[src/rtl/cache_mem_arbiter.sv]
// Arbitrates I/D cache line requests onto a 4-beat burst memory port and reassembles read lines.
// Define CACHE_ARB_RR_EN for round-robin arbitration; otherwise the D-cache has fixed priority.
module cache_mem_arbiter #(
    parameter int unsigned LINE_BITS = 256,
    parameter int unsigned BEAT_BITS = 64
) (
    input  logic                 clk,
    input  logic                 rst,
    input  logic [31:0]          i_dfp_addr,
    input  logic                 i_dfp_read,
    input  logic                 i_dfp_write,
    input  logic [LINE_BITS-1:0] i_dfp_wdata,
    output logic [LINE_BITS-1:0] i_dfp_rdata,
    output logic                 i_dfp_resp,
    input  logic [31:0]          d_dfp_addr,
    input  logic                 d_dfp_read,
    input  logic                 d_dfp_write,
    input  logic [LINE_BITS-1:0] d_dfp_wdata,
    output logic [LINE_BITS-1:0] d_dfp_rdata,
    output logic                 d_dfp_resp,
    output logic [31:0]          bmem_addr,
    output logic                 bmem_read,
    output logic                 bmem_write,
    output logic [BEAT_BITS-1:0] bmem_wdata,
    input  logic                 bmem_ready,
    input  logic [BEAT_BITS-1:0] bmem_rdata,
    input  logic                 bmem_rvalid
);

    typedef enum logic [2:0] {IDLE, RD_REQ, RD_WAIT, WR_BEAT, RESP} state_t;

    state_t                 state, state_n;
    logic                   grant_d;
    logic [31:0]            addr_q;
    logic [LINE_BITS-1:0]   wline_q;
    logic [LINE_BITS-1:0]   line_q;
    logic [1:0]             cnt;

    logic                   i_req, d_req, pick_d, sel_write;
    logic [31:0]            sel_addr;
    logic [LINE_BITS-1:0]   sel_wdata;
    logic                   unused_addr_bits;

    // Offset bits within a line carry no meaning for burst transfers.
    assign unused_addr_bits = ^{i_dfp_addr[4:0], d_dfp_addr[4:0]};

    assign i_req = i_dfp_read | i_dfp_write;
    assign d_req = d_dfp_read | d_dfp_write;

`ifdef CACHE_ARB_RR_EN
    logic rr_d;

    always_ff @(posedge clk) begin
        if (rst)
            rr_d <= 1'b1;
        else if (state == RESP)
            rr_d <= ~grant_d;
    end

    assign pick_d = d_req & (~i_req | rr_d);
`else
    assign pick_d = d_req;
`endif

    assign sel_write = pick_d ? d_dfp_write : i_dfp_write;
    assign sel_addr  = pick_d ? d_dfp_addr  : i_dfp_addr;
    assign sel_wdata = pick_d ? d_dfp_wdata : i_dfp_wdata;

    always_ff @(posedge clk) begin
        if (rst)
            state <= IDLE;
        else
            state <= state_n;
    end

    always_ff @(posedge clk) begin
        if (rst) begin
            grant_d <= 1'b0;
            addr_q  <= '0;
            wline_q <= '0;
            line_q  <= '0;
            cnt     <= '0;
        end else begin
            case (state)
                IDLE: begin
                    if (i_req | d_req) begin
                        grant_d <= pick_d;
                        addr_q  <= {sel_addr[31:5], 5'b0};
                        wline_q <= sel_wdata;
                        cnt     <= '0;
                    end
                end
                RD_REQ: cnt <= '0;
                RD_WAIT: begin
                    if (bmem_rvalid) begin
                        line_q[int'(cnt)*BEAT_BITS +: BEAT_BITS] <= bmem_rdata;
                        cnt <= cnt + 2'd1;
                    end
                end
                WR_BEAT: begin
                    if (bmem_ready)
                        cnt <= cnt + 2'd1;
                end
                default: ;
            endcase
        end
    end

    always_comb begin
        state_n     = state;
        bmem_read   = 1'b0;
        bmem_write  = 1'b0;
        bmem_addr   = addr_q;
        bmem_wdata  = '0;
        i_dfp_resp  = 1'b0;
        d_dfp_resp  = 1'b0;
        i_dfp_rdata = line_q;
        d_dfp_rdata = line_q;
        case (state)
            IDLE: begin
                if (i_req | d_req)
                    state_n = sel_write ? WR_BEAT : RD_REQ;
            end
            RD_REQ: begin
                bmem_read = 1'b1;
                if (bmem_ready)
                    state_n = RD_WAIT;
            end
            RD_WAIT: begin
                if (bmem_rvalid && cnt == 2'd3)
                    state_n = RESP;
            end
            WR_BEAT: begin
                bmem_write = 1'b1;
                bmem_wdata = wline_q[int'(cnt)*BEAT_BITS +: BEAT_BITS];
                if (bmem_ready && cnt == 2'd3)
                    state_n = RESP;
            end
            RESP: begin
                i_dfp_resp = ~grant_d;
                d_dfp_resp = grant_d;
                state_n    = IDLE;
            end
            default: state_n = IDLE;
        endcase
    end

endmodule

[config.mk]
export PLATFORM = sky130hd
export DESIGN_NAME = cache_mem_arbiter
export DESIGN_NICKNAME = d
export VERILOG_FILES = /design/src/rtl/cache_mem_arbiter.sv
export SDC_FILE = /design/constraint.sdc
export NUM_CORES = 1
export LEC_CHECK = 0
export CORE_AREA = 5 5 494 496
export CTS_BUF_LIST = sky130_fd_sc_hd__clkbuf_2
export CTS_CLUSTER_SIZE = 30
export DETAILED_ROUTE_END_ITERATION = 10
export DIE_AREA = 0 0 499 501
export PLACE_DENSITY = 0.3
export SLEW_MARGIN = 20
export SYNTH_ARGS = -nofsm -noshare
export SYNTH_HDL_FRONTEND = slang
export SYNTH_SLANG_ARGS = --single-unit
[constraint.sdc]
create_clock -name clk -period 3.33 [get_ports clk]
set_input_delay 0.666 -clock clk [delete_from_list [all_inputs] [get_ports clk]]
set_output_delay 0.666 -clock clk [all_outputs]
set_load 0.02 [all_outputs]
; Yosys cells after proc, flatten, opt, wreduce, memory -nomap -nowiden
; Index checks and enable logic that the tools add are counted.
[op_classes]
mux = 19
n_addsub = 2
reduce_logical = 8
n_bitwise = 4
eq_ne = 11
shifts = 3
[ops]
columns = operator, n
row1 = $bwmux 256, 1
row2 = $mux 256, 1
row3 = $shift 64x34->256 const A, 1
row4 = $shiftx 256x9->64, 1
row5 = $shiftx 64x34->256, 1
row6 = $mux 64, 1
row7 = $neg 8->34, 1
row8 = $mux 32, 1
row9 = $mux 3, 4
row10 = $ne 2x2->1 const B, 6
row11 = $pmux 3 s4, 1
row12 = $mux 2, 4
row13 = $pmux 2 s4, 1
row14 = $reduce_and 4->1, 2
row15 = $eq 3x2->1 const B, 2
row16 = $mux 1, 5
row17 = $reduce_and 2->1, 2
row18 = $reduce_bool 4->1, 1
row19 = $eq 3x1->1 const B, 1
row20 = $eq 3x3->1 const B, 1
row21 = $logic_not 3->1, 1
row22 = $or 1x1->1, 3
row23 = $add 2x1->2 const B, 1
row24 = $eq 2x2->1 const B, 1
row25 = 2 further kinds, 3
[totals]
out_inout_bits = 612
input_bits = 648
register_bits = 545
wordCells = 53

; Depth between registers and ports, before layout
[logic_depth]
word_depth = 5
depth_mapped = 10
mapped_depth_nobuf = 6

; Worst setup path before layout
; OpenSTA, ideal clock, no wires.
[synth_path]
kind = flip-flop to flip-flop
from = register cnt[1]
to = register line_q[132] (netlist: d_dfp_rdata[132])
slack_ps = 863
path_stages_with_launch = 10
arrival_ps = 2397
synth_period_minus_slack_ps = 2467
n_path_buf = 3
setup_time_ps = 70
required_ps = 3260
cell_sequence = dfxtp_1 -> buf_2 -> buf_1 -> inv_1 -> ha_1 -> inv_2 -> nor4_4 -> clkbuf_1 -> nand3_1 -> a21oi_1
[synth_between]
elab_chain_cells = 3
word_cells_on_any_way = 4
cone_classes = add/sub (1) / shift (2) / mux (1)
[synth_lines]
columns = element, line_no
row1 = start: declaration, 37  ; logic [1:0] cnt;
row2 = start signal: assignment, 97  ; cnt <= cnt + 2'd1;
row3 = start signal: assignment, 102  ; cnt <= cnt + 2'd1;
row4 = $neg 8->34 (*), 96  ; line_q[int'(cnt)*BEAT_BITS +: BEAT_BITS] <= bmem_rdata;
row5 = $shiftx 64x34->256 / $shift 64x34->256 (equally long branches), 96
row6 = $bwmux 256 (*), 96
row7 = end signal: indexed assignment, 96
row8 = end: declaration, 36  ; logic [LINE_BITS-1:0] line_q;
; Every way passes the cells marked *; elsewhere a longest branch is shown, timed or not.
; A chain may end at the register's enable or synchronous reset.

; Worst setup path in the final report
[layout_path]
from = register cnt[0]
to = output port bmem_wdata[34]
[layout_between]
elab_chain_cells = 2
[layout_lines]
columns = element, line_no
row1 = $shiftx 256x9->64, 135  ; bmem_wdata = wline_q[int'(cnt)*BEAT_BITS +: BEAT_BITS];
row2 = $mux 64, 119  ; case (state)
row3 = end: declaration, 24  ; output logic [BEAT_BITS-1:0] bmem_wdata,
; Every way passes these cells.

==> results by stage <==
Floorplanning:
- For this design the top-level I/O count stands at 1260.
- The die covers 250000 um2.
- Once the floorplan was initialized, standard cells occupied 11.0% of the core.
- The core footprint is 239000 um2.
- The vertical die dimension is 501 um.
- The row count is 180.
- The floorplan die width is 499 um.

Timing:
- The worst path in the final design needs a cycle of 4.01 ns, including I/O delays and setup.
- The max-slew violation count is 0.
- Setup repair after global routing could not meet its margin everywhere.
- The count of final hold-check violations is 0.
- Summed over all failing endpoints, the final setup total negative slack is -38.09 ns.
- The achievable clock frequency is 249 MHz.
- The tightest slew margin relative to the limit is 26.1%.
- The measured slew at the worst slew-check pin is 1.11 ns.
- Setup slack on the critical path of the routed design comes to -0.678 ns.
- In the finished design, the share of the clock period the worst path needs comes to 120%.
- The final count of negative-setup-slack endpoints is 65.
- The worst clock skew is 0.0766 ns.

Layout:
- The net total in the final layout is 6257.
- The proportion of layout cells with a drive suffix above 1 is 26.4%.
- The area of all placed cells without fillers is 57100 um2.
- The final core area utilization is 23.9%.
- From synthesis to final layout, the design area changed by 118%.

GRT:
- The initial antenna violation count is 96.
- The first-pass GRT wire length is 278000 um.
- Summed over all layers, the global routing overflow is 0.
- For this run, the total global-route usage over all layers was measured as 15.6%.
- The number of global-route vias before repair was 34866.
- The maximum number of pins on one net before global-route repair is 85.

Yosys:
- The number of warnings reported in the yosys synthesis log is 0.
- In the synthesized netlist the dominant register cell turns out to be dfxtp_1.
- The xor and xnor area share after synthesis is 0%.
- After synthesis, the largest family of logic cells by area is simple AND/OR/NAND/NOR gates.
- The fraction of the mapped netlist area in compound gates is 17.1%.
- Summing the areas of all fa, ha and maj instances in the mapped netlist gives 0.238% of the synthesized area.
- The number of flops mapped to enable cells by yosys is 0.
- The portion of netlist area occupied by mux cells is 5.53%.
- After synthesis the netlist holds a flip-flop and latch count of 545.
- The synthesized-area fraction occupied by and/or/nand/nor cells is 22.1%.
- The share of async-settable or async-resettable flops after synthesis is 0%.
- A synthesized cell averages 8.43 um2.
- The mapped netlist covers 26200 um2.
- The sequential-to-total area share from yosys stat is 41.6%.
- Synthesis produced 3115 cells.
- After synthesis, the netlist uses 40 different library cells.

Run:
- Across the run, the number of max-cap violations was 0.

Pwr:
- The internal power of the cells totals 17700 uW.
- The sequential group share of total power is 33.1%.
- In this run switching power makes up 39.3% of total power.
- The worst-case IR drop observed on VDD is 0.000481 V.
- The share of total power dissipated in the clock network is 20.2%.
- The ratio of total power to cell area is 511 nW/um2.
- The analysis attributes to net switching a power of 11500 uW.
- The share of power burned in combinational logic is 46.7%.
- Summed over all cells, the static leakage comes to 0.0226 uW.

Drt:
- The final layout contains routed wiring with a total length of 204000 um.
- Dividing the detail-routed wire length by the instance count gives 22.7 um.
- The pre-antenna-repair detailed-routing pass consisted of 5 iterations.
- The via count is 33248.
- In the routed design, unresolved DRC markers number 0.
- In this run the remaining antenna-violating nets after routing total 0.
- The DRC violation total after the first TritonRoute iteration is 1369.
- The number of vias per cell is 3.71.

Clocking:
- TritonCTS built the clock tree.
- The clock-pin slew on the worst setup and hold paths is 0.08 ns.
- In this run the number of H-tree levels came out at 4.
- The cell sitting at the root of the clock tree is a clkbuf_2.
- The clock passes through at most 3 buffers.
- The total clock sinks is 545.
- The clock latency on the worst-skew pair is 1.61 ns.
- The total CTS buffers is 183.

Placement:
- The count of input and output buffers is 1244.
- The placed instance area is 40500 um2.
- The final weighted congestion in routability-driven placement is 0.791.
- Detailed placement finished with a half-perimeter wire length of 150000 um.
- The worst slack at placement is 0.234 ns.

Setup path:
- The worst setup path category is register to primary output.
- The element type at the critical path start is a register.
- The maximum fanout along the worst path is 7.
- The element type at the critical path end is a primary output.
- The required time at the endpoint of the critical path is 2.66 ns.
- At the worst endpoint, the arrival time is 3.34 ns.

Run status:
- The checks that failed: negative setup slack.
- The flow ran to the end, but the final reports show violations.

Min path:
- The min-delay analysis places its worst path in the category primary input to register.
==> cell families (layout without fill, tap and decap cells) <==
| family | Yosys count | in the layout |
|---|---|---|
| AOI/OAI and AO/OA | 548 | 548 |
| adders and majority gates | 5 | 5 |
| buffers and inverters | 551 | 3165 |
| DFF | 545 | 545 |
| muxes | 65 | 65 |
| other | 1 | 54 |
| and+or+nand+nor | 1400 | 1400 |
==> sequential cells by signal, summed over array words and instances (netlist names) <==
name and cells:
grant_d 1, bmem_addr 27, state 3, d_dfp_rdata 256, cnt 2, wline_q 256
==> per-layer routing <==
layer  track usage, %  share of wire (%)
met3             4.82                7.1
met1             17.9                 40
met2             27.8                 49
met4             4.88                3.1
met5                0              0.076
==> layout make-up <==
type	count	area, um2
Timing Repair Buffer	2844	27900
Clock buffer	269	1350
Sequential cell	545	11400
Multi-Input combinational cell	2023	12100
Antenna cell	49	123
Tap cell	3185	3990
Inverter	7	28.8
Fill cell	26622	182000
Clock inverter	45	214
==> worst max-delay path, cell delays in order, from the launching register on <==
cell	delay [ns]
dfxtp_4	0.36
buf_12	0.12
buf_12	0.12
buf_12	0.11
clkbuf_16	0.16
buf_4	0.11
mux4_2	0.47
and2_4	0.17
buf_6	0.12
==> power by group through the flow <==
stage / logic (uW) / clock network [uW] / registers (uW)
floorplan: 6510 / 0 / 9310
global placement: 9750 / 0 / 9860
detailed placement: 9800 / 0 / 9880
CTS: 13400 / 6460 / 9690
global route: 14800 / 6700 / 9850
finish: 13600 / 5910 / 9640
==> repair_timing <==
| item | CTS | global route |
|---|---|---|
| setup endpoints to repair | 607 | 72 |
| hold buffers | 1438 | 0 |
| resized for setup | 3506 | 158 |
| pin swaps | 6 | 18 |
| endpoints found under the hold margin | 545 | 0 |
| gates cloned | 4 | 1 |
| buffers inserted | 35 | 36 |
==> cells in the final DEF, fill, tap and decap left out, types with 3 or more instances in the layout <==
cell type	count
nor2_2	10
and2_4	62
nand2_1	761
inv_6	4
clkdlybuf4s50_1	636
dfxtp_1	325
a21oi_1	194
nor2_1	341
mux4_2	64
buf_4	299
buf_12	62
conb_1	5
buf_8	17
a22oi_1	66
nand3_1	194
clkinv_2	3
or4_1	3
diode_2	49
buf_6	204
buf_16	7
a311oi_2	83
clkinv_1	30
dlygate4sd3_1	1437
dfxtp_2	125
clkinvlp_4	3
nor4_4	3
inv_2	5
and2_1	5
inv_1	4
ha_1	5
buf_2	181
nand2b_1	3
a311oi_1	200
dfxtp_4	95
nand2_4	4
clkbuf_2	269
==> worst paths after layout <==
check	cells past startpoint	startpoint	slack, ns	endpoint
setup / recovery	8	cnt[0]	-0.68	bmem_wdata[34]
hold / removal	4	i_dfp_wdata[42]	0.45	wline_q[42]
setup reg to reg	9	state[2]	0.22	bmem_addr[29]
hold reg to reg	2	d_dfp_rdata[225]	0.47	d_dfp_rdata[225]
==> cell usage after synthesis, types with 2 or more instances <==
library cell	count	share of area [%]
nand2_1	765	11
dfxtp_1	545	42
nor2_1	342	4.9
buf_4	303	8.7
a311oi_1	200	6.7
a21oi_1	194	3.7
nand3_1	194	3.7
clkbuf_1	141	2.0
a311oi_2	83	4.7
buf_2	69	1.3
and2_1	67	1.6
a22oi_1	66	1.9
mux4_2	64	5.5
buf_6	27	1.2
nor2_2	10	0.24
inv_1	6	0.086
ha_1	5	0.24
nand2b_1	3	0.072
nor3_1	3	0.057
or4_1	3	0.086
a31oi_1	2	0.048
and4_1	2	0.067
buf_1	2	0.029
nor4_1	2	0.048
nor4_2	2	0.095
==> per-stage QoR <==
step,instances,power [uW],hold slack [ns]
after floorplan,3119,15800,0.473
after global placement,7092,19600,0.453
after detailed placement,7092,19700,0.466
after CTS,8883,29600,0.00547
after global routing,8957,31300,0.141
final,8967,29200,0.446
Power figures use the tool's default switching activity.
